===== src/rtl/mux_operand_loader.sv =====
// Switch/pushbutton front-end for the lab 8-bit 2:1 operand mux: loads x/y from sw and toggles s.
// Define MUX_OPERAND_LOADER_DEBOUNCE_EN to build the debounce counters (undefined: fast-sim bypass).
module mux_operand_loader #(
    parameter int unsigned DEBOUNCE_CYCLES = 500000,
    parameter int unsigned CNT_W           = 19
) (
    input  logic       clk,
    input  logic       rst_n,
    input  logic [7:0] sw,
    input  logic       key_load_n,
    input  logic       key_sel_n,
    output logic [7:0] x,
    output logic [7:0] y,
    output logic       s,
    output logic       target,
    output logic       load_done,
    output logic [5:0] status
);

    typedef enum logic {LOAD_X = 1'b0, LOAD_Y = 1'b1} state_t;

    // Bit 0 is the load button, bit 1 the select button.
    logic [1:0]  key_raw;
    logic [1:0]  key_meta_q, key_sync_q;
    logic [1:0]  key_stable_q, key_stable_d;
    logic [1:0]  key_prev_q, press_q;
    logic [7:0]  sw_meta_q, sw_sync_q;
    state_t      state_q, state_d;
    logic [7:0]  x_q, x_d, y_q, y_d;
    logic        s_q, s_d;
    logic        load_done_q, load_done_d;
    logic        stretch_q, stretch_d;
    logic [21:0] stretch_cnt_q, stretch_cnt_d;

    assign key_raw = {key_sel_n, key_load_n};

    always_ff @(posedge clk or negedge rst_n) begin
        if (!rst_n) begin
            key_meta_q <= '1;
            key_sync_q <= '1;
            sw_meta_q  <= '0;
            sw_sync_q  <= '0;
        end else begin
            key_meta_q <= key_raw;
            key_sync_q <= key_meta_q;
            sw_meta_q  <= sw;
            sw_sync_q  <= sw_meta_q;
        end
    end

`ifdef MUX_OPERAND_LOADER_DEBOUNCE_EN
    localparam logic [CNT_W-1:0] CNT_LAST = CNT_W'(DEBOUNCE_CYCLES - 1);

    logic [CNT_W-1:0] cnt_q [2];
    logic [CNT_W-1:0] cnt_d [2];

    // The count restarts whenever the synced level agrees with the stable one, so any bounce restarts it.
    always_comb begin
        for (int i = 0; i < 2; i++) begin
            key_stable_d[i] = key_stable_q[i];
            cnt_d[i]        = '0;
            if (key_sync_q[i] != key_stable_q[i]) begin
                if (cnt_q[i] == CNT_LAST) begin
                    key_stable_d[i] = ~key_stable_q[i];
                end else begin
                    cnt_d[i] = cnt_q[i] + 1'b1;
                end
            end
        end
    end

    always_ff @(posedge clk or negedge rst_n) begin
        if (!rst_n) begin
            for (int i = 0; i < 2; i++) cnt_q[i] <= '0;
        end else begin
            for (int i = 0; i < 2; i++) cnt_q[i] <= cnt_d[i];
        end
    end
`else
    logic unused_cfg;

    assign unused_cfg = ^{DEBOUNCE_CYCLES, CNT_W};

    always_comb key_stable_d = key_sync_q;
`endif

    always_ff @(posedge clk or negedge rst_n) begin
        if (!rst_n) begin
            key_stable_q <= '1;
            key_prev_q   <= '1;
            press_q      <= '0;
        end else begin
            key_stable_q <= key_stable_d;
            key_prev_q   <= key_stable_q;
            press_q      <= key_prev_q & ~key_stable_q;
        end
    end

    // Load and select presses act independently, so both land on the same edge when coincident.
    always_comb begin
        state_d     = state_q;
        x_d         = x_q;
        y_d         = y_q;
        s_d         = s_q;
        load_done_d = 1'b0;
        if (press_q[0]) begin
            load_done_d = 1'b1;
            case (state_q)
                LOAD_X:  begin x_d = sw_sync_q; state_d = LOAD_Y; end
                LOAD_Y:  begin y_d = sw_sync_q; state_d = LOAD_X; end
                default: state_d = LOAD_X;
            endcase
        end
        if (press_q[1]) begin
            s_d = ~s_q;
        end
    end

    always_comb begin
        stretch_d     = stretch_q;
        stretch_cnt_d = stretch_cnt_q;
        if (load_done_q) begin
            stretch_d     = 1'b1;
            stretch_cnt_d = '0;
        end else if (stretch_q) begin
            if (&stretch_cnt_q) begin
                stretch_d     = 1'b0;
                stretch_cnt_d = '0;
            end else begin
                stretch_cnt_d = stretch_cnt_q + 1'b1;
            end
        end
    end

    always_ff @(posedge clk or negedge rst_n) begin
        if (!rst_n) begin
            state_q       <= LOAD_X;
            x_q           <= '0;
            y_q           <= '0;
            s_q           <= 1'b0;
            load_done_q   <= 1'b0;
            stretch_q     <= 1'b0;
            stretch_cnt_q <= '0;
        end else begin
            state_q       <= state_d;
            x_q           <= x_d;
            y_q           <= y_d;
            s_q           <= s_d;
            load_done_q   <= load_done_d;
            stretch_q     <= stretch_d;
            stretch_cnt_q <= stretch_cnt_d;
        end
    end

    assign x         = x_q;
    assign y         = y_q;
    assign s         = s_q;
    assign target    = (state_q == LOAD_Y);
    assign load_done = load_done_q;
    assign status    = {target, s_q, 1'b0, stretch_q, 2'b00};

endmodule


===== config.mk =====
export PLATFORM = sky130hd
export DESIGN_NAME = mux_operand_loader
export DESIGN_NICKNAME = d
export VERILOG_FILES = /design/src/rtl/mux_operand_loader.sv
export SDC_FILE = /design/constraint.sdc
export NUM_CORES = 1
export LEC_CHECK = 0
export ABC_AREA = 1
export ABC_CLOCK_PERIOD_IN_PS = 1810
export CAP_MARGIN = 20
export CORE_MARGIN = 2
export CORE_UTILIZATION = 35
export CTS_CLUSTER_SIZE = 12
export DETAILED_ROUTE_END_ITERATION = 8
export SYNTH_ARGS = -nofsm -noshare
export SYNTH_HDL_FRONTEND = slang
export SYNTH_SLANG_ARGS = --single-unit

===== constraint.sdc =====
create_clock -name clk -period 1.81 [get_ports clk]
set_input_delay 0.181 -clock clk [delete_from_list [all_inputs] [get_ports clk]]
set_output_delay 0.181 -clock clk [all_outputs]
set_load 0.05 [all_outputs]

Word level (Yosys, flattened, before mapping)
Cells that the tools add are included.

operators by class
  add/sub/neg operators = 1
  muxes and demuxes = 8
  bitwise operators = 4
  reductions and logical operators = 4

operators with widths
  kind                     count
  $mux W22                 3
  $add A22 B1 Y22 const B  1
  $reduce_and A22 Y1       1
  $mux W1                  4
  $reduce_and A2 Y1        2
  $and A2 B2 Y2            1
  $not A1 Y1               2
  $not A2 Y2               1
  $pmux W1 S2              1
  $reduce_bool A2 Y1       1

word-level totals
  flip-flop bits (word level) = 68
  input bits = 12
  output and inout bits = 25
  logic and storage cells = 31

Logic depth before layout (Yosys ltp)
Gate-level depths: netlist of run 1.

  depth in word-level cells = 4
  depth in mapped cells = 11
  mapped depth without buffers = 10

Least setup slack after synthesis of run 1
Ideal clock, no wire load.

  path kind = register -> register
  start point = reg state_q, in the netlist target
  end point = reg x_q[0], in the netlist x[0]
  setup time = 0.131 ns
  data arrival time = 1.362 ns
  required time = 1.679 ns
  path slack = 0.317 ns
  stages on the path, launching flop included = 5
  path buffers = 2
  clock period less this slack = 1.493 ns
  cell sequence = dfrtp_1 or2_1 clkbuf_1 clkbuf_1 o21ai_0

between the ends
  word-level cells in the longest chain between the ends = 2

ends and longest elaborated chain
  element                      line  source
  start, declared              28    state_t state_q, state_d;
  start signal, assigned       145   state_q <= state_d;
  $not A1 Y1                   --
  $reduce_and A2 Y1 (no line)  --
  end signal, assigned         138   x_q <= '0;
  end signal, assigned         146   x_q <= x_d;
  end, declared                29    logic [7:0] x_q, x_d, y_q, y_d;

No other way between the ends.
A chain may end at the register's enable or synchronous reset.

Worst setup path in the final report of run 1
  start point = reg s_q, in the netlist s
  end point = out status[4]

RTL lines
  element                 line  source
  start, declared         30    logic s_q, s_d;
  start signal, assigned  140   s_q <= 1'b0;
  start signal, assigned  148   s_q <= s_d;
  end, declared           17    output logic [5:0] status

No word-level cell between the ends.

==> metrics.csv, run 1 <==
metric;value;unit
gr-total-overflow;0;
worstHoldPathCells;1;
ff2ff_setup_slack;150;ps
final_cell_mix;75 x nand2_1, 60 x dfrtp_1, 35 x o21ai_0, 34 x inv_1, 28 x clkdlybuf4s50_1;
power.density;1190;nW/um^2
slowest_delay;810;ps
fp.coreArea;8090;um^2
fin_tns_setup;0;ps
hold_start;key_sel_n;
postCtsSetupRepairBufs;0;
die_h;94.6;um
rsz0062_at_grt;no;
drcViolationCount;0;
ir_drop;614;uV
ys_ff_latch;68;
critPathMaxFanout;3;
post-synth-top-area-fraction;52.3;%
slowest_stage;clkdlybuf4s50_1;
grt_start_max_net_pins;69;
numCtsBuffers;9;
grt_pass1_wl;9.20;mm
timing.final.hold_violations;0;
clk_pin_slew;80;ps
synth-main-ff-cell;dfrtp_1;
grtUsageTotal;13.4;%
worst_slew_pin_slew;530;ps
place.gp.congestion;0.827;
dp_hpwl;3.77;mm
syn2layout_area_growth;21.7;%
drive_gt1_share;12.1;%
antennaDiodeCount;0;
syn_avg_cell_area;9.17;um^2
r2r.worst_path.cells;10;
cts_root_buf;clkbuf_8;
slew_violations;0;
max_freq;582;MHz
async_flop_share;100;%
synthesis.area;2870;um^2
cp_cell_sequence;clkdlybuf4s50_1;
setup_violations;0;
synth_area_leaders;dfrtp_1 52%, nand2_1 9.8%, dfstp_2 7.3%;
totalWireLength;5.54;mm
instances_no_fill;461;
syn_inst;313;
cts_tree;done;
fin_nets;364;
io_buffers;33;
ios;37;
synth_top_cell_by_area;dfrtp_1;
vias;2111;
cp.required;1630;ps
cpLargestDelayFamily;buffers and inverters;
drt_iter0_drc;97;
reg2reg_from;stretch_cnt_q[1];
cp.depth;1;
p_leak;1.61;nW
cts.sinks;68;
antenna_left;0;
die_area;8940;um^2
worstSetupStartpointType;flip-flop;
outcome;finished clean;
start_util;35.5;%
post-route-period-util;94.9;%
die_x;94.6;um
wl_per_cell;12.0;um
crit_type;flip-flop to primary output;
ctsLongestPathBuffers;2;
setup_slack;91.5;ps
antenna_found_initial;0;
viasPerCell;4.58;
hold_end;key_meta_q[1];
ys_types;26;
worst_ep_arrival_time;1540;ps
min_path_type;input port to flip-flop;
cp-end-kind;primary output;
cts-htree-levels;3;
num_rows;33;
place_inst;444;
synth-edff-count;0;
final_common_cell;nand2_1;
finalCriticalPeriod;1720;ps
fin_worst_skew;15.2;ps
seq_area_frac_synth;59.6;%
grt_pass1_vias;1939;
clock_latency;340;ps
crit_buf_inv;1;
dr.pass1.iters;4;
synth_warnings;0;
pre_cts_slack;178;ps
maxCapViolCount;0;
timing.rr.end;stretch_cnt_q[21];
slew_headroom;64.6;%
-- through the flow --
| step | total power, mW | hold slack [ps] | cell area [um^2] | util (%) |
|---|---|---|---|---|
| final | 4.16 | 236 | 3490 | 43.2 |
| after global routing | 4.36 | 213 | 3490 | 43.2 |
| after CTS | 4.22 | 219 | 3490 | 43.1 |
| after detailed placement | 2.94 | 231 | 3280 | 40.5 |
| after global placement | 2.93 | 229 | 3280 | 40.5 |
| after floorplan | 2.56 | -115 | 2880 | - |
-- Yosys cell counts (all sizes together), types with 2 or more instances --
master	count
xor2	2
dfrtp	60
nand4	7
nand3	17
clkbuf	3
a21o	3
inv	35
nor2	30
a21oi	11
dfstp	8
o211ai	2
o22ai	3
nand2	82
buf	10
o21ai	35
-- routing by layer --
metal  wire length (um)  GRT usage [%]  vias to the layer above
li1                   -              -                     1070
met1               2560           16.6                      994
met2               2690           21.9                       38
met3                213           4.55                        9
met4                 82           4.59                        0
met5                  0              0                        -
-- worst max-delay path by stage --
stage | from | endpoint | slack (ps)
5_1_grt | stretch_cnt_q[1] | stretch_cnt_q[21] | 6
4_1_cts | target | status[5] | 20
2_1_floorplan | target | x[0] | 320
6_report | s | status[4] | 90
3_3_place_gp | stretch_cnt_q[1] | stretch_cnt_q[21] | 230
3_5_place_dp | stretch_cnt_q[1] | stretch_cnt_q[17] | 180
-- power breakdown --
part           internal (mW)  switching (mW)  total (mW)  leakage (nW)
clock                  0.649           0.605        1.25        0.0935
combinational          0.337           0.730        1.07         0.669
sequential              1.71           0.127        1.84         0.843
total                   2.70            1.46        4.16          1.61
-- cell families after synthesis --
kind of cell | count (synthesis) | synth area share [%]
flops | 68 | 59.6
compound gates | 55 | 10.2
simple gates | 138 | 21.1
fa+ha+maj | 1 | 0.436
buf+inv | 48 | 7.85
xor+xnor | 2 | 0.610
other cells | 1 | 0.131
-- cell type report --
type | count | area [um^2]
well taps | 105 | 131
clock inverters | 6 | 71.3
multi-input cells | 199 | 941
inverters | 35 | 131
fillers | 828 | 4600
flip-flops and latches | 68 | 1710
repair buffers | 38 | 378
clock buffers | 10 | 128
-- state kept, by name, summed over array words and instances, names as in the netlist --
signal and count:
stretch_cnt_q 22, sw_meta_q 8, sw_sync_q 8, x 8
y 8, key_meta_q 2, key_prev_q 2, key_stable_d 2
key_stable_q 2, press_q 2, load_done 1, s 1
stretch_q 1, target 1
-- repair_timing --
action,in CTS,in global routing
hold buffers,1,0
hold endpoints to repair,60,0
setup endpoints to repair,0,2
resized for setup,0,2
Power figures use the tool's default switching activity.
==> run 2, diff against run 1 <==
- ABC_AREA: 1 -> default
- CORE_MARGIN: 2 -> default
==> metrics.csv, run 2 <==
metric;value;unit;change
outcome;finished clean;;unchanged
seq_area_frac_synth;62.8;%;was 59.6%
post-route-period-util;99.9;%;was 94.9%
synth_top_cell_by_area;dfrtp_1;;unchanged
dpl-instance-area;3360;um^2;was 3280 um^2
synth_common_cells;60 x dfrtp_1, 16 x mux2_2, 13 x nor2_1, 12 x nand2_1, 9 x nand3_1;;was 75 x nand2_1, 60 x dfrtp_1, 35 x o21ai_0, 34 x inv_1, 25 x nor2_1
seqPwrFrac;39.4;%;was 44.2%
synth_warnings;0;;unchanged
fin_nets;305;;was 364
slew_headroom;66.6;%;was 64.6%
post-synth-top-area-fraction;55.0;%;was 52.3%
totalWireLength;5.46;mm;was 5.54 mm
timing.final.hold_violations;0;;unchanged
maxCapViolCount;0;;unchanged
finalCriticalPeriod;1810;ps;was 1720 ps
cp.required;2080;ps;was 1630 ps
synth-edff-count;0;;unchanged
regArea;1710;um^2;unchanged
fin_worst_skew;8.11;ps;was 15.2 ps
worst_ep_arrival_time;2080;ps;was 1540 ps
die_area;8150;um^2;was 8940 um^2
cts_root_buf;clkbuf_8;;unchanged
antenna_left;0;;unchanged
power.density;1370;nW/um^2;was 1190 nW/um^2
viasPerCell;4.92;;was 4.58
final_util;49.0;%;was 43.2%
io_buffers;33;;unchanged
met3WireLength;220;um;was 213 um
wl_per_cell;13.8;um;was 12.0 um
num_rows;31;;was 33
max_freq;553;MHz;was 582 MHz
top_register;stretch_cnt_q;;unchanged
drcViolationCount;0;;unchanged
grt_pass1_vias;1905;;was 1939
drt_iter0_drc;67;;was 97
p_int;3.09;mW;was 2.70 mW
synth_area_leaders;dfrtp_1 55%, dfstp_2 7.7%, mux2_2 6.6%;;was dfrtp_1 52%, nand2_1 9.8%, dfstp_2 7.3%
final_common_cell;dfrtp_1;;was nand2_1
setup_violations;0;;unchanged
ios;37;;unchanged
p_leak;1.55;nW;was 1.61 nW
worstSetupStartpointType;flip-flop;;unchanged
grt_pass1_wl;9.41;mm;was 9.20 mm
yosysMostFrequentCell;dfrtp_1;;was nand2_1
syn_inst;221;;was 313
drive_gt1_share;31.3;%;was 12.1%
ys_types;40;;was 26
crit_type;flip-flop to flip-flop;;was flip-flop to primary output
clk_pin_slew;80;ps;about the same
reg2reg_from;stretch_cnt_q[4];;was stretch_cnt_q[1]
hold_start;key_sel_n;;unchanged
grtUsageTotal;14.9;%;was 13.4%
cts_tree;done;;unchanged
ir_drop;418;uV;was 614 uV
largest_register_ffs;22;;unchanged
r2r.worst_path.cells;4;;was 10
worst_slew_pin_slew;500;ps;was 530 ps
syn2layout_area_growth;33.2;%;was 21.7%
vias;1948;;was 2111
gr-total-overflow;0;;unchanged
die_x;90.3;um;was 94.6 um
total_power;4.99;mW;was 4.16 mW
wl_met1;2.60;mm;was 2.56 mm
start_util;36.8;%;was 35.5%
top_layer_used;met4;;unchanged
syn_avg_cell_area;12.3;um^2;was 9.17 um^2
worstHoldPathCells;1;;unchanged
wl_met2;2.51;mm;was 2.69 mm
slowest_stage;or4_4;;was clkdlybuf4s50_1
die_h;90.3;um;was 94.6 um
startpoint;stretch_cnt_q[4];;was s
place.gp.congestion;0.814;;was 0.827
slowest_delay;590;ps;was 810 ps
min_path_type;input port to flip-flop;;unchanged
timing.hold.ws;247;ps;was 236 ps
comb_power_share;34.9;%;was 25.6%
antenna_found_initial;0;;unchanged
ys_ff_latch;68;;unchanged
power_frac_clock;25.7;%;was 30.2%
switchingPower;1.89;mW;was 1.46 mW
final_cell_mix;60 x dfrtp_1, 39 x buf_4, 28 x clkdlybuf4s50_1, 16 x mux2_2, 13 x nor2_1;;was 75 x nand2_1, 60 x dfrtp_1, 35 x o21ai_0, 34 x inv_1, 28 x clkdlybuf4s50_1
cp_cell_sequence;nand4_2 -> or4_4 -> or4_4 -> a21oi_2;;was clkdlybuf4s50_1
numCtsBuffers;9;;unchanged
antennaDiodeCount;0;;unchanged
synth-main-ff-cell;dfrtp_1;;unchanged
async_flop_share;100;%;unchanged
finalInstanceArea;3630;um^2;was 3490 um^2
slew_violations;0;;unchanged
grt_start_max_net_pins;34;;was 69
fillers;670;;was 828
fin_tns_setup;0;ps;unchanged
synthesis.area;2730;um^2;was 2870 um^2
cp-end-kind;flip-flop;;was primary output
cts-htree-levels;3;;unchanged
dr.pass1.iters;4;;unchanged
cp_common_cell;or4_4;;
clock_latency;330;ps;was 340 ps
dp_hpwl;3.84;mm;was 3.77 mm
ctsLongestPathBuffers;2;;unchanged
critPathMaxFanout;7;;was 3
fp.coreArea;7410;um^2;was 8090 um^2
rsz0062_at_grt;yes;;was no
multiInputGateArea;927;um^2;was 941 um^2
switching_share;38.0;%;was 35.2%
cts.sinks;68;;unchanged
==> run 2: changes by cell type in the layout (fill, tap and decap cells not counted), moves of 7 or more <==
cell     before  now
xnor2_1       0    7
o21ai_0      35    4
nand3_1      17    8
nand2_1      75   12
nor2_1       25   13
inv_1        34    8
mux2_2        0   16
buf_4         5   39
==> run 2: per-layer routing <==
metal  track usage (%)  vias up
li1                  -      921
met1              20.0      952
met2              22.6       62
met3              3.20       13
met4              7.80        0
met5                 0        -
==> run 2: cell families (layout without fill, tap and decap cells) <==
kind of cell,count (synthesis),in the layout,synth area share (%)
XOR/XNOR,12,12,3.85
AO/OA/AOI/OAI,26,26,6.06
other,1,3,0.137
multiplexers,16,16,6.61
AND/OR/NAND/NOR,75,75,15.2
buffers and inverters,22,96,4.91
adder cells (fa/ha/maj),1,1,0.459
flip-flops,68,68,62.8
==> run 2: power groups by stage <==
stage / combinational (mW) / sequential [mW] / clock, mW
after floorplan: 0.433 / 2.71 / 0
after global placement: 1.73 / 1.98 / 0
after detailed placement: 1.75 / 2.00 / 0
after CTS: 1.75 / 1.97 / 1.33
after global routing: 1.81 / 2.00 / 1.39
final: 1.74 / 1.97 / 1.28
==> run 2: critical path, delay by kind of cell, from the launching register on <==
kind / cells / cell delay [ps]
flip-flops: 1 / 400
AO/OA/AOI/OAI: 1 / 130
AND/OR/NAND/NOR: 3 / 1210
==> run 2: through the flow <==
step                      instances  setup WS [ps]
after detailed placement        377          -45.8
after global placement          377          -30.4
after global routing            396          -50.6
final                           396           1.80
after floorplan                 223          -54.3
after CTS                       394           1.14
==> run 2: path summary, 6_finish.rpt <==
check	to	slack, ps
worst max-delay path	stretch_cnt_q[18]	2
worst min-delay path	key_meta_q[1]	250
worst max register to register	stretch_cnt_q[18]	2
worst min register to register	sw_sync_q[6]	350
max in group asynchronous	key_stable_d[0]	880
min in group asynchronous	stretch_cnt_q[19]	330
==> run 2: layout make-up <==
cell class | instances | area share [%]
clock buffers | 9 | 3.41
clock inverters | 7 | 2.27
inverters | 8 | 0.827
multi-input cells | 133 | 25.5
flip-flops and latches | 68 | 47.1
well taps | 99 | 3.41
repair buffers | 72 | 17.4
==> run 2: repair_timing <==
action,in CTS,in global routing
pin swaps,0,5
endpoints found under the hold margin,16,0
gates resized for setup,1,10
setup endpoints to repair,3,10
setup buffers,0,2
hold buffers,1,0
==> run 3, diff against run 2 <==
- SETUP_SLACK_MARGIN: default -> 0.3
==> metrics.csv, run 3 (synthesis results as in run 2) <==
metric;value;unit;change
outcome;finished clean;;unchanged
ios;37;;unchanged
cts-htree-levels;3;;unchanged
timing.rr.end;stretch_cnt_q[18];;unchanged
power.density;1290;nW/um^2;was 1370 nW/um^2
io_buffers;33;;unchanged
total_power;4.78;mW;was 4.99 mW
cp_cell_sequence;nand4_2 -> or4_4 -> or4_4 -> a21oi_2;;unchanged
grt_pass1_vias;1962;;was 1905
crit_type;flip-flop to flip-flop;;unchanged
drt_iter0_drc;128;;was 67
cts_tree;done;;unchanged
crit_buf_inv;0;;unchanged
antenna_left;0;;unchanged
syn2layout_area_growth;35.7;%;was 33.2%
grtUsageTotal;14.7;%;was 14.9%
drive_gt1_share;35.6;%;was 31.3%
antennaDiodeCount;0;;unchanged
dr.pass1.iters;4;;unchanged
cts_root_buf;clkbuf_8;;unchanged
dpl-instance-area;3340;um^2;was 3360 um^2
clock_latency;330;ps;about the same
switchingPower;1.84;mW;was 1.89 mW
fin_nets;311;;was 305
finalCriticalPeriod;1780;ps;was 1810 ps
switching_share;38.6;%;was 38.0%
top_register;stretch_cnt_q;;unchanged
min_path_type;input port to flip-flop;;unchanged
final_cell_mix;59 x dfrtp_1, 43 x buf_4, 18 x dlygate4sd2_1, 16 x mux2_2, 13 x nor2_1;;was 60 x dfrtp_1, 39 x buf_4, 28 x clkdlybuf4s50_1, 16 x mux2_2, 13 x nor2_1
maxCapViolCount;0;;unchanged
grt_pass1_wl;9.44;mm;was 9.41 mm
antenna_found_initial;0;;unchanged
p_leak;1.61;nW;was 1.55 nW
viasPerCell;4.77;;was 4.92
gr-total-overflow;0;;unchanged
cpLargestDelayFamily;simple AND/OR/NAND/NOR gates;;unchanged
worst_slew_pin_slew;509;ps;was 500 ps
die_area;8150;um^2;unchanged
dp_hpwl;3.71;mm;was 3.84 mm
fin_tns_setup;0;ps;unchanged
hold_start;key_sel_n;;unchanged
r2r.worst_path.cells;4;;unchanged
cp.required;2070;ps;was 2080 ps
timing.final.hold_violations;0;;unchanged
totalWireLength;5.62;mm;was 5.46 mm
worstSetupStartpointType;flip-flop;;unchanged
slew_headroom;66.2;%;was 66.6%
start_util;36.8;%;unchanged
rsz0062_at_grt;yes;;unchanged
slew_violations;0;;unchanged
max_freq;561;MHz;was 553 MHz
fp.coreArea;7410;um^2;unchanged
p_int;2.93;mW;was 3.09 mW
die_x;90.3;um;unchanged
grt_start_max_net_pins;57;;was 34
hold_end;key_meta_q[1];;unchanged
drcViolationCount;0;;unchanged
clk_pin_slew;70;ps;was 80 ps
largest_register_ffs;22;;unchanged
timing.hold.ws;253;ps;was 247 ps
slowest_stage;or4_4;;unchanged
seqPwrFrac;40.7;%;was 39.4%
wl_per_cell;14.0;um;was 13.8 um
num_rows;31;;unchanged
vias;1919;;was 1948
critPathMaxFanout;6;;was 7
finalInstanceArea;3700;um^2;was 3630 um^2
fin_worst_skew;7.35;ps;was 8.11 ps
comb_power_share;34.3;%;was 34.9%
cp-end-kind;flip-flop;;unchanged
worstHoldPathCells;1;;unchanged
final_common_cell;dfrtp_1;;unchanged
setup_violations;0;;unchanged
die_h;90.3;um;unchanged
power_frac_clock;25.0;%;was 25.7%
cts.sinks;68;;unchanged
ir_drop;506;uV;was 418 uV
cp_common_cell;or4_4;;unchanged
numCtsBuffers;9;;unchanged
post-route-period-util;98.5;%;was 99.9%
reg2reg_from;stretch_cnt_q[5];;was stretch_cnt_q[4]
place.gp.congestion;0.862;;was 0.814
ff2ff_setup_slack;30;ps;was 2 ps
worst_ep_arrival_time;2040;ps;was 2080 ps
ctsLongestPathBuffers;2;;unchanged
slowest_delay;590;ps;about the same
-- run 3: worst register-to-register path, cell delays in order, from the launching register on --
cell and delay (ps):
dfrtp_1 390, nand4_2 120, or4_4 590, or4_4 500, a21oi_2 120
-- run 3: worst max path at each step --
stage	slack (ps)	cells after the start	to	from
after floorplan	-50	5	stretch_cnt_q[20]	stretch_cnt_q[10]
after global placement	20	4	stretch_cnt_q[17]	stretch_cnt_q[16]
after detailed placement	-60	4	stretch_cnt_q[17]	stretch_cnt_q[6]
after CTS	60	4	stretch_cnt_q[17]	stretch_cnt_q[4]
after global routing	-40	4	stretch_cnt_q[18]	stretch_cnt_q[4]
final	30	4	stretch_cnt_q[18]	stretch_cnt_q[5]
-- run 3: cell type report --
type	instances	area [um^2]
Fill cell	650	3710
Sequential cell	68	1710
Multi-Input combinational cell	133	982
Timing Repair Buffer	78	659
Clock buffer	10	128
Tap cell	99	124
Clock inverter	6	65.1
Inverter	8	30.0
-- run 3: repair_timing --
action,CTS,global route
setup endpoints to repair,38,21
pin swaps,9,7
cloned,0,0
hold buffers,1,0
endpoints found under the hold margin,12,0
gates resized for setup,31,11
setup buffers,8,5
-- run 3: power groups by stage --
stage / Sequential (mW) / Clock, mW / Combinational [mW]
2_1_floorplan: 2.71 / 0 / 0.433
3_3_place_gp: 1.97 / 0 / 1.77
3_5_place_dp: 1.99 / 0 / 1.78
4_1_cts: 1.95 / 1.24 / 1.64
5_1_grt: 1.98 / 1.30 / 1.71
6_report: 1.94 / 1.19 / 1.64
-- run 3: metal layers --
metal	track usage, %	wire length, um	part of all wire, %	vias to the layer above
li1	-	-	-	932
met1	19.3	2590	46	940
met2	23.3	2780	49	38
met3	2.61	148	2.6	9
met4	7.93	102	1.8	0
met5	0	0	0	-
-- run 3: per-stage QoR --
| stage | setup slack, ps | utilization (%) | instances |
|---|---|---|---|
| floorplan | -54.1 | - | 223 |
| global placement | 16.8 | 45.1 | 372 |
| detailed placement | -57.1 | 45.1 | 372 |
| CTS | 55.9 | 48.9 | 397 |
| global route | -39.7 | 50.0 | 402 |
| finish | 26.8 | 50.0 | 402 |
==> RTL change 1 (settings of run 2) <==
Add a define of `MUX_OPERAND_LOADER_DEBOUNCE_EN`.
--- a/src/rtl/mux_operand_loader.sv
+++ b/src/rtl/mux_operand_loader.sv
@@ -1,5 +1,7 @@
 // Switch/pushbutton front-end for the lab 8-bit 2:1 operand mux: loads x/y from sw and toggles s.
 // Define MUX_OPERAND_LOADER_DEBOUNCE_EN to build the debounce counters (undefined: fast-sim bypass).
+`define MUX_OPERAND_LOADER_DEBOUNCE_EN
+
 module mux_operand_loader #(
     parameter int unsigned DEBOUNCE_CYCLES = 500000,
     parameter int unsigned CNT_W           = 19
Formal check against the unedited RTL: not equivalent (Yosys sat finds a counterexample within 10 cycles, from zero or initial values and one cycle with rst_n low).
==> RTL change 1 against run 2 <==
- the run now ends with negative setup slack left
- setup slack got worse by 0.052 ns
- total power fell by 7.6%
- final area grew 77%
- routed wire length up 88%
- synthesized area grew 73%
- worst hold slack worse by 0.0054 ns
- combinational power decreased by 91%
- sequential cell count increased by 38
- critical path type unchanged
- critical endpoint is now stretch_cnt_q[20]$_DFFE_PN0P_
==> RTL change 1: results (changes against run 2) <==
* Status: complete, but fails checks
* Failing checks: negative setup slack
* Via Count at 3670 (+88%)
* # fillers at 1192 (+78%)
* Drt total wl at 10300 um (+88%)
* Clock Skew at 0.00695 ns (-0.00116 ns)
* Fin nets at 567 (+86%)
* VDD IR max at 0.533 mV (+28%)
* ClkCell Share at 4.86% (-0.82 points)
* Post-synthesis mux area share at 4.54% (-2.1 points)
* WL met3 at 260 um (+18%)
* Sequential cell count at 106 (+56%)
* CP arrival at 2.13 ns (+0.05 ns)
* Comb pwr at 164 uW (-91%)
* Data buffer area share at 17.3% (-0.14 points)
* Postcts setup bufs at 1 (+1)
* Worst Hold Path EP: key_meta_q[0]$_DFF_PN1_
* Net load switching power at 1030 uW (-45%)
* Multi-input logic area at 2050 um^2 (+120%)
* Final setup fails at 5 (+5)
* Start point of the critical path: stretch_cnt_q[7]$_DFFE_PN0P_
* Met2 WL at 5220 um (+110%)
* Core ar. at 13200 um^2 (+78%)
* Dpl hpwl at 6840 um (+78%)
* Synth cell count leaders: dfrtp_1, nor2_1, nand2_1
* Total track usage at 14.9% (+0.041 points)
* Total power after layout at 4600 uW (-7.6%)
* Syn Inst Count at 429 (+94%)
* Part of the Yosys area used for sequential elements at 56.5% (-6.3 points)
* GR Util met2 at 25.2% (+2.5 points)
* Metal1 wirelength at 4680 um (+80%)
* Grt met1 use at 19.3% (-0.68 points)
* Multi-input comb cells at 290 (+120%)
* Rel. slew slack at 65.6% (-0.95 points)
* Hold path start: key_load_n
* Final setup margin at -0.0500 ns (-0.0518 ns)
* First-pass GRT wire length at 16900 um (+80%)
* Non-CTS buffers at 129 (+79%)
* DR iter-0 viols at 209 (+210%)
[RTL change 1: cell types whose count changed after synthesis, sizes merged, moves of 11 or more]
cell,before,now
xnor2,7,18
nand2,12,28
nor2,13,41
or3,4,15
nand3,9,23
dfrtp,60,98
[RTL change 1: kinds of logic after synthesis]
logic type	count (synthesis)
AO/OA/AOI/OAI	55
XOR/XNOR	33
adder cells (fa/ha/maj)	3
buffers and inverters	36
flip-flops	106
multiplexers	19
other	1
AND/OR/NAND/NOR	176
[RTL change 1: worst max-delay path: cells and delay by family, from the launching register on]
family          cells  cell delay (ns)
compound gates      1             0.15
simple gates        3             1.24
flops               1             0.40
[RTL change 1: per-stage QoR]
stage | TNS [ns] | hold slack (ns) | setup WS [ns]
2_1_floorplan | -0.235 | -0.115 | -0.0641
3_3_place_gp | -0.258 | 0.172 | -0.0672
3_5_place_dp | -0.915 | 0.175 | -0.119
4_1_cts | -0.564 | 0.228 | -0.0882
5_1_grt | -0.556 | 0.240 | -0.0905
6_report | -0.163 | 0.241 | -0.0500
==> RTL change 2 (config.mk and constraints of run 2) <==
Without the edit above. Register the output `status`; this adds one clock of latency there. The other outputs are not delayed to match.
--- a/src/rtl/mux_operand_loader.sv
+++ b/src/rtl/mux_operand_loader.sv
@@ -157,7 +157,9 @@
     assign s         = s_q;
     assign target    = (state_q == LOAD_Y);
     assign load_done = load_done_q;
-    assign status    = {target, s_q, 1'b0, stretch_q, 2'b00};
+    always_ff @(posedge clk) begin
+        status <= {target, s_q, 1'b0, stretch_q, 2'b00};
+    end
 
 endmodule
 
Behaviour: not the same (Yosys sat finds a counterexample within 10 cycles, from zero or initial values and one cycle with rst_n low).
==> RTL change 2 against run 2 <==
- sequential cell count rose by 3
- core utilization fell by 2.5 points
- synthesized area increased by 4.9%
- total power up 3.2%
- routed wire length hardly changed
- final area up 0.10%
- setup slack better by 0.076 ns
- critical path depth stayed put
- sequential share of layout area rose by 1.6 points
- largest cell class unchanged
- largest power group unchanged
- highest routed layer unchanged
==> RTL change 2: results (changes against run 2) <==
* GR Util met2 at 20.7% (-2.0 points)
* Grt met1 use at 19.6% (-0.41 points)
* Worst reg2reg setup slack at 0.08 ns (+0.08 ns)
* Part of the Yosys area used for sequential elements at 61.9% (-0.81 points)
* Vias in the first global route at 1895 (-0.52%)
* Asr flop ratio synth at 95.8% (-4.2 points)
* Start point of the critical path: stretch_cnt_q[5]$_DFFE_PN0P_
* Hold path start: key_load_n
* Synth warn at 0 (unchanged)
* Share of layout cells above drive strength 1 at 23.7% (-7.6 points)
* Achievable frequency at 577 MHz (+4.4%)
* Final Wtd Congestion at 0.803 (-1.3%)
* Worst hold path class: in -> reg
* Clk buf depth at 2 (unchanged)
* VDD IR max at 0.492 mV (+18%)
* Rel. slew slack at 65.5% (-1.1 points)
* First-pass GRT wire length at 9340 um (-0.81%)
* Via Count at 2000 (+2.7%)
* Synth Flop Type: dfrtp_1
* Net load switching power at 1860 uW (-1.9%)
* Post-Place Cell Area at 3410 um^2 (+1.3%)
* Status: completed
* Synth cell count leaders: dfrtp_1, mux2_2, nand2_1
* Fin nets at 299 (-2.0%)
* Top post-synthesis cells by area: dfrtp_1, dfstp_2, mux2_2, dfxtp_1, nand2_1
* Drt pass-1 iters at 5 (+1)
* DRC at 0 (unchanged)
* Postcts setup bufs at 0 (unchanged)
* Largest stage delay, worst path at 0.56 ns (-0.03 ns)
* Dpl hpwl at 3800 um (-1.2%)
* Port Buf Inserts at 33 (unchanged)
* Drt total wl at 5470 um (about the same)
* Final hold slack at 0.239 ns (-0.00781 ns)
* Setup WS pre-CTS at 0.0343 ns (+0.0801 ns)
* Distinct cells, synth at 47 (+18%)
* Clk slew on worst S/H paths at ~0.070 ns
* DR iter-0 viols at 100 (+49%)
* Slew Limit Fails at 0 (unchanged)
* Total track usage at 14.4% (-0.46 points)
* Leak pwr at 0.00154 uW (-0.64%)
* Clock root cell: clkbuf_8
* Max reg flops at 22 (unchanged)
* Clock Skew at 0.00736 ns (-0.000751 ns)
* Largest net degree at the start of global routing at 37 (+8.8%)
* Met3 GRT Util at 4.35% (+1.2 points)
* CP arrival at 1.97 ns (-0.11 ns)
* Worst skew pair latency at approximately 0.34 ns
[RTL change 2: cell families after synthesis]
group                    after synthesis  share of synthesized area (%)
AND/OR/NAND/NOR                       82                           16.6
flip-flops                            71                           61.9
AO/OA/AOI/OAI                         34                           8.71
adder cells (fa/ha/maj)                1                          0.437
XOR/XNOR                               7                           2.14
buffers and inverters                 19                           3.32
other                                  1                          0.131
multiplexers                          17                           6.69
[RTL change 2: power groups by stage]
stage | Clock (uW) | Sequential [uW] | Combinational (uW)
6_report | 1360 | 2050 | 1730
5_1_grt | 1490 | 2100 | 1810
4_1_cts | 1410 | 2060 | 1750
3_5_place_dp | 0 | 2090 | 1740
3_3_place_gp | 0 | 2080 | 1730
2_1_floorplan | 0 | 2890 | 329
[RTL change 2: timing repair]
| item | CTS | global route |
|---|---|---|
| setup endpoints to repair | 0 | 7 |
| endpoints found under the hold margin | 60 | 0 |
| hold buffers | 1 | 0 |
| gates resized for setup | 0 | 2 |
[RTL change 2: worst max-delay path: cells and delay by family, from the launching register on]
kind / cells / cell delay, ns
flip-flops: 1 / 0.44
AND/OR/NAND/NOR: 3 / 0.92
AO/OA/AOI/OAI: 1 / 0.27
[RTL change 2: area by class of cell]
cell class	instances	area, um^2
Clock buffer	10	128
Clock inverter	6	86.3
Fill cell	726	4170
Inverter	6	22.5
Multi-Input combinational cell	144	1000
Sequential cell	71	1770
Tap cell	102	128
Timing Repair Buffer	54	498
[RTL change 2: per-layer routing]
layer	up-vias	wire [um]
li1	946	-
met1	982	2560
met2	58	2530
met3	14	243
met4	0	132
met5	-	0
[RTL change 2: metrics by stage]
step | cells | util (%)
floorplan | 234 | -
global route | 393 | 46.6
global placement | 376 | 43.7
detailed placement | 376 | 43.7
finish | 393 | 46.6
CTS | 393 | 46.5
[RTL change 2: final timing paths]
| check | end | cells after the start |
|---|---|---|
| worst max-delay path | stretch_cnt_q[13]$_DFFE_PN0P_ | 4 |
| worst min-delay path | key_meta_q[0]$_DFF_PN1_ | 1 |
| worst max register to register | stretch_cnt_q[13]$_DFFE_PN0P_ | 4 |
| worst min register to register | sw_sync_q[2]$_DFF_PN0_ | 0 |
| max in group asynchronous | key_stable_q[1]$_DFF_PN1_ | 3 |
| min in group asynchronous | sw_sync_q[0]$_DFF_PN0_ | 3 |
